$ cat src/rtl/alu_exec_stage_if.sv
// Upstream/downstream valid-ready bundle for alu_exec_stage.
// The slave modport is the stage itself; master is the surrounding producer/consumer.
interface alu_exec_stage_if #(
  parameter int WIDTH = 32,
  parameter int OPW   = 3
);
  logic             in_valid;
  logic             in_ready;
  logic [WIDTH-1:0] in_a;
  logic [WIDTH-1:0] in_b;
  logic [OPW-1:0]   in_op;
  logic             in_unsig;

  logic             out_valid;
  logic             out_ready;
  logic [WIDTH-1:0] out_result;
  logic             out_compout;
  logic             out_overflow;

  modport slave (
    input  in_valid, in_a, in_b, in_op, in_unsig, out_ready,
    output in_ready, out_valid, out_result, out_compout, out_overflow
  );

  modport master (
    output in_valid, in_a, in_b, in_op, in_unsig, out_ready,
    input  in_ready, out_valid, out_result, out_compout, out_overflow
  );
endinterface

$ cat src/rtl/alu_exec_stage.sv
// Two-stage execute wrapper around an external combinational Alu: stage 1 drives the Alu,
// stage 2 holds its result for the downstream handshake; also sticky overflow and op counter.
module alu_exec_stage #(
  parameter int WIDTH = 32,
  parameter int OPW   = 3,
  parameter int CNTW  = 16
) (
  input  logic             clk,
  input  logic             rst_n,
  alu_exec_stage_if.slave  bus,
  output logic [WIDTH-1:0] alu_a,
  output logic [WIDTH-1:0] alu_b,
  output logic [OPW-1:0]   alu_op,
  output logic             alu_unsig,
  input  logic [WIDTH-1:0] alu_out,
  input  logic             alu_compout,
  input  logic             alu_overflow,
  input  logic             clr_status,
  output logic             ovf_sticky,
  output logic [CNTW-1:0]  op_count
);

  logic             r_s1_valid;
  logic             r_s2_valid;
  logic [WIDTH-1:0] r_alu_a;
  logic [WIDTH-1:0] r_alu_b;
  logic [OPW-1:0]   r_alu_op;
  logic             r_alu_unsig;
  logic [WIDTH-1:0] r_out_result;
  logic             r_out_compout;
  logic             r_out_overflow;
  logic             r_ovf_sticky;
  logic [CNTW-1:0]  r_op_count;

  logic w_s2_adv;
  logic w_in_ready;
  logic w_load;
  logic w_out_fire;

  // in_ready looks through stage 2 to out_ready so a full pipe still streams one per cycle
  assign w_s2_adv   = r_s1_valid && (!r_s2_valid || bus.out_ready);
  assign w_in_ready = rst_n && (!r_s1_valid || w_s2_adv);
  assign w_load     = bus.in_valid && w_in_ready;
  assign w_out_fire = r_s2_valid && bus.out_ready;

  always_ff @(posedge clk) begin
    if (!rst_n) begin
      r_s1_valid     <= 1'b0;
      r_s2_valid     <= 1'b0;
      r_alu_a        <= '0;
      r_alu_b        <= '0;
      r_alu_op       <= '0;
      r_alu_unsig    <= 1'b0;
      r_out_result   <= '0;
      r_out_compout  <= 1'b0;
      r_out_overflow <= 1'b0;
      r_ovf_sticky   <= 1'b0;
      r_op_count     <= '0;
    end else begin
      if (w_load) begin
        r_alu_a     <= bus.in_a;
        r_alu_b     <= bus.in_b;
        r_alu_op    <= bus.in_op;
        r_alu_unsig <= bus.in_unsig;
        r_s1_valid  <= 1'b1;
      end else if (w_s2_adv) begin
        r_s1_valid  <= 1'b0;
      end

      if (w_s2_adv) begin
        r_out_result   <= alu_out;
        r_out_compout  <= alu_compout;
        r_out_overflow <= alu_overflow;
        r_s2_valid     <= 1'b1;
      end else if (w_out_fire) begin
        r_s2_valid     <= 1'b0;
      end

      // a new signed overflow takes priority over a same-cycle clear
      if (w_s2_adv && alu_overflow && !r_alu_unsig) begin
        r_ovf_sticky <= 1'b1;
      end else if (clr_status) begin
        r_ovf_sticky <= 1'b0;
      end

      if (w_out_fire) begin
        r_op_count <= r_op_count + 1'b1;
      end
    end
  end

  assign bus.in_ready     = w_in_ready;
  assign bus.out_valid    = r_s2_valid;
  assign bus.out_result   = r_out_result;
  assign bus.out_compout  = r_out_compout;
  assign bus.out_overflow = r_out_overflow;

  assign alu_a      = r_alu_a;
  assign alu_b      = r_alu_b;
  assign alu_op     = r_alu_op;
  assign alu_unsig  = r_alu_unsig;
  assign ovf_sticky = r_ovf_sticky;
  assign op_count   = r_op_count;

endmodule

$ cat src/flat_wrapper.sv
// flat-port wrapper written by rule: the top's interface ports become plain ports
module alu_exec_stage_flat 
#(
  parameter int WIDTH = 32,
  parameter int OPW   = 3,
  parameter int CNTW  = 16
)
  (clk, rst_n, alu_a, alu_b, alu_op, alu_unsig, alu_out, alu_compout, alu_overflow, clr_status, ovf_sticky, op_count, bus_in_valid, bus_in_a, bus_in_b, bus_in_op, bus_in_unsig, bus_out_ready, bus_in_ready, bus_out_valid, bus_out_result, bus_out_compout, bus_out_overflow);
  alu_exec_stage_if #(.WIDTH(WIDTH), .OPW(OPW)) bus_i ();
  input  logic clk;
  input  logic rst_n;
  output logic [WIDTH-1:0] alu_a;
  output logic [WIDTH-1:0] alu_b;
  output logic [OPW-1:0] alu_op;
  output logic alu_unsig;
  input  logic [WIDTH-1:0] alu_out;
  input  logic alu_compout;
  input  logic alu_overflow;
  input  logic clr_status;
  output logic ovf_sticky;
  output logic [CNTW-1:0] op_count;
  input wire logic [$bits(bus_i.in_valid)-1:0] bus_in_valid;
  input wire logic [$bits(bus_i.in_a)-1:0] bus_in_a;
  input wire logic [$bits(bus_i.in_b)-1:0] bus_in_b;
  input wire logic [$bits(bus_i.in_op)-1:0] bus_in_op;
  input wire logic [$bits(bus_i.in_unsig)-1:0] bus_in_unsig;
  input wire logic [$bits(bus_i.out_ready)-1:0] bus_out_ready;
  output wire logic [$bits(bus_i.in_ready)-1:0] bus_in_ready;
  output wire logic [$bits(bus_i.out_valid)-1:0] bus_out_valid;
  output wire logic [$bits(bus_i.out_result)-1:0] bus_out_result;
  output wire logic [$bits(bus_i.out_compout)-1:0] bus_out_compout;
  output wire logic [$bits(bus_i.out_overflow)-1:0] bus_out_overflow;
  assign bus_i.in_valid = bus_in_valid;
  assign bus_i.in_a = bus_in_a;
  assign bus_i.in_b = bus_in_b;
  assign bus_i.in_op = bus_in_op;
  assign bus_i.in_unsig = bus_in_unsig;
  assign bus_i.out_ready = bus_out_ready;
  assign bus_in_ready = bus_i.in_ready;
  assign bus_out_valid = bus_i.out_valid;
  assign bus_out_result = bus_i.out_result;
  assign bus_out_compout = bus_i.out_compout;
  assign bus_out_overflow = bus_i.out_overflow;
  alu_exec_stage #(.WIDTH(WIDTH), .OPW(OPW), .CNTW(CNTW)) u_core (.clk(clk), .rst_n(rst_n), .bus(bus_i), .alu_a(alu_a), .alu_b(alu_b), .alu_op(alu_op), .alu_unsig(alu_unsig), .alu_out(alu_out), .alu_compout(alu_compout), .alu_overflow(alu_overflow), .clr_status(clr_status), .ovf_sticky(ovf_sticky), .op_count(op_count));
endmodule
$ cat config.mk
export PLATFORM = sky130hd
export DESIGN_NAME = alu_exec_stage_flat
export DESIGN_NICKNAME = d
export VERILOG_FILES = /design/src/rtl/alu_exec_stage_if.sv /design/src/rtl/alu_exec_stage.sv /design/src/flat_wrapper.sv
export SDC_FILE = /design/constraint.sdc
export NUM_CORES = 1
export LEC_CHECK = 0
export BUFFER_PORTS_ARGS = -buffer_cell sky130_fd_sc_hd__buf_2
export CAP_MARGIN = 40
export CORE_UTILIZATION = 45
export CTS_CLUSTER_DIAMETER = 150
export DETAILED_ROUTE_END_ITERATION = 16
export PLACE_DENSITY = 0.89
export SLEW_MARGIN = 25
export SYNTH_ARGS = -nofsm -noshare
export SYNTH_HDL_FRONTEND = slang
export SYNTH_SLANG_ARGS = --single-unit
export TNS_END_PERCENT = 20
$ cat constraint.sdc
create_clock -name clk -period 1.7 [get_ports clk]
set_input_delay 0.17 -clock clk [delete_from_list [all_inputs] [get_ports clk]]
set_output_delay 0.17 -clock clk [all_outputs]
set_load 0.02 [all_outputs]
==> results.ini <==
[cts]
cts_buffers = 17
clk_pin_slew_ns = 0.06
postCtsSetupBuffers = 0
clock_path_buffers = 2
clkSinkCount = 121
cts-root-buf = clkbuf_8
cts_tree = done
clk_latency_ns = 0.51
htree_levels = 4

[logic_synthesis]
synth-async-reset-ratio_pct = 0
synth_nets = 645
yosysWarnings = 0
avgSynthCellArea_um2 = 8.18
netlist_area_um2 = 4390
synthFlopType = dfxtp_1
yosys_register_bits = 121
synth_top_area_share_pct = 55.1
yosys.area.top_type = dfxtp_1
ys_types = 32
seq_area_frac_synth_pct = 55.1
ys_top_cells_by_area = dfxtp_1 55%, nand3_1 8.2%, nand2_1 6.6%
synth_cells = 537
synth-edff-count = 0

[timing]
finalSetupViolations = 0
finClkSkew_ns = 0.0154
holdWs_ns = 0.229
finalHoldViolCount = 0
period_share_pct = 93.5
rsz0062_at_grt = no
fmax_ghz = 0.629
timing.slew.headroom_pct = 64.7
finalCriticalPeriod_ns = 1.59
tightest_slew_ns = 0.530
slew_violations = 0
final.setup.tns_ns = 0

[floorplan]
fp.coreArea_um2 = 9330
die_w_um = 101
rows = 35
io_pins = 228
die_y_um = 101
dieArea_um2 = 10200
start_util_pct = 47.1

[power]
comb_power_share_pct = 13.8
power_frac_seq_pct = 39.7
internal_power_w = 0.00580
p_clk_share_pct = 46.6
ir_worst_vdd_uv = 687
p_per_area_nw_per_um2 = 1050
swShare_pct = 25.7
switching_power_w = 0.00201
p_leak_nw = 3.66

[place]
dp_hpwl_um = 8090
gp_congestion = 0.817
portBuffers = 227

[grt]
grt_pass1_vias = 5173
grt_pass1_wl_um = 23800
antenna_found_initial = 1
grt-ovfl-total = 0
grt_start_max_net_pins = 69
grt_util_all_layers_pct = 30.2

[detailed_routing]
ant_nets = 0
drt_wl_total_um = 15500
drtIter0Drc = 216
vias = 5096
vias_per_cell = 5.02
wl_per_cell_um = 15.2
drt_pre_antenna_iters = 5
drc_errors = 0

[setup_path]
critPathArrivalTime_ns = 2.01
crit_path_top_delay_cell = dlygate4sd3_1
worst_path_dominant_cell_family = buffers and inverters
setup.worst_path.start_class = primary input
crit_chain = dlygate4sd3_1 > buf_2 > nand2b_1 > o211ai_4 > buf_12 > buf_4 > nand3_1 > o21ai_1
crit_type = in2reg
required_ns = 2.12
endpoint_kind = flop
cp_num_buf_inv = 4
crit_path_max_incr_delay_ns = 0.54
critPathMaxFanout = 36

[final_layout]
area_growth_pct = 69.4
num-fill-cells = 565
nNetsFinal = 980
drive_above_1_share_pct = 32.3

[status]
outcome = complete, no violations

[flow_run]
maxCapViolCount = 0

[hold_path]
min_path_type = in2reg

path summary, 6_finish.rpt:
path                                                       startpoint                               endpoint  slack (ns)  cells past startpoint
worst max register to register        u_core.op_count[8]$_SDFFE_PN0P_       u_core.op_count[15]$_SDFFE_PN0P_        0.15                      4
worst min-delay path                                            rst_n           u_core.alu_a[0]$_SDFFE_PN0P_        0.23                      4
worst max-delay path                                    bus_out_ready          u_core.alu_a[23]$_SDFFE_PN0P_        0.11                      8
worst min register to register  u_core.bus.out_result[5]$_SDFFE_PN0P_  u_core.bus.out_result[5]$_SDFFE_PN0P_        0.45                      2
state kept, by name, summed over array words and instances (netlist names):
name / flops
u_core.alu_a: 32
u_core.alu_unsig: 1
u_core.r_s1_valid: 1
u_core.bus.out_valid: 1
u_core.bus.out_compout: 1
u_core.op_count: 16
u_core.alu_op: 3
u_core.bus.out_overflow: 1
u_core.alu_b: 32
u_core.bus.out_result: 32
u_core.ovf_sticky: 1
timing repair:
item	CTS	global route
hold buffers	105	0
endpoints found under the hold margin	105	0
resized for setup	1	2
endpoints found under the setup margin	1	2
pin swaps	0	0
cloned	0	0
cell usage in the layout (no fill, tap or decap), types with 3 or more instances in the layout:
cell type      count
inv_1             69
a21oi_1           43
xnor2_1            4
nand4_1            4
nand2_1           77
clkbuf_16         16
nand3_1           72
bufinv_16          3
dfxtp_1          120
clkbuf_8           3
dlygate4sd3_1    105
buf_2            227
nor2_1            13
xor2_1             7
buf_12             6
clkinvlp_4         5
o21ai_1           42
o21ai_0           28
buf_4             12
routing by layer:
metal / up-vias / GRT usage, % / wire, um
li1: 2428 / - / -
met1: 2331 / 32.0 / 5820
met2: 274 / 53.3 / 7690
met3: 63 / 8.95 / 1310
met4: 0 / 17.5 / 640
met5: - / 0 / 0
synth_stat cells (all sizes together) (2+ instances only):
library cell / instances
dfxtp: 121
nor2: 14
and4: 3
nand3: 72
nand2: 77
nor3: 2
clkbuf: 27
buf: 7
a21oi: 43
xor2: 7
or3: 2
nand4: 5
inv: 71
nand2b: 2
o21ai: 70
xnor2: 4
kinds of logic after synthesis:
| group | count (synthesis) | share of synthesized area [%] |
|---|---|---|
| adders and majority gates | 1 | 0.285 |
| and+or+nand+nor | 183 | 19.5 |
| DFF | 121 | 55.1 |
| AOI/OAI and AO/OA | 116 | 13.5 |
| xor gates and xnor gates | 11 | 2.19 |
| buffers and inverters | 105 | 9.37 |
metrics by stage:
stage	instances	utilization [%]	total power, W	setup WS (ns)	instance area [um2]
after global routing	1015	79.8	0.00809	0.0304	7440
after CTS	1014	79.7	0.00780	0.0134	7430
after detailed placement	877	61.8	0.00398	0.195	5770
after floorplan	537	-	0.00360	0.0357	4390
final	1016	79.8	0.00781	0.110	7440
after global placement	877	61.8	0.00396	0.238	5770
final cells by class:
class | count | area (um2) | area share [%]
flip-flops and latches | 121 | 2420 | 32.6
repair buffers | 350 | 2400 | 32.2
multi-input cells | 311 | 1580 | 21.2
clock buffers | 19 | 442 | 5.93
inverters | 71 | 267 | 3.58
clock inverters | 13 | 168 | 2.25
well taps | 129 | 161 | 2.17
diodes | 2 | 5.00 | 0.0672
power by group through the flow:
stage          combinational (W)  sequential [W]  clock (W)
6_report                 0.00107         0.00310    0.00364
5_1_grt                  0.00115         0.00311    0.00383
4_1_cts                  0.00103         0.00309    0.00368
3_5_place_dp            0.000840         0.00314          0
3_3_place_gp            0.000825         0.00314          0
2_1_floorplan           0.000262         0.00334          0
worst reg2reg max path, stage by stage (launching register included):
cell     delay [ns]
dfxtp_1        0.40
and4_4         0.28
nand4_4        0.13
or4_1          0.52
a21oi_1        0.16
(Power assumes the default switching activity.)
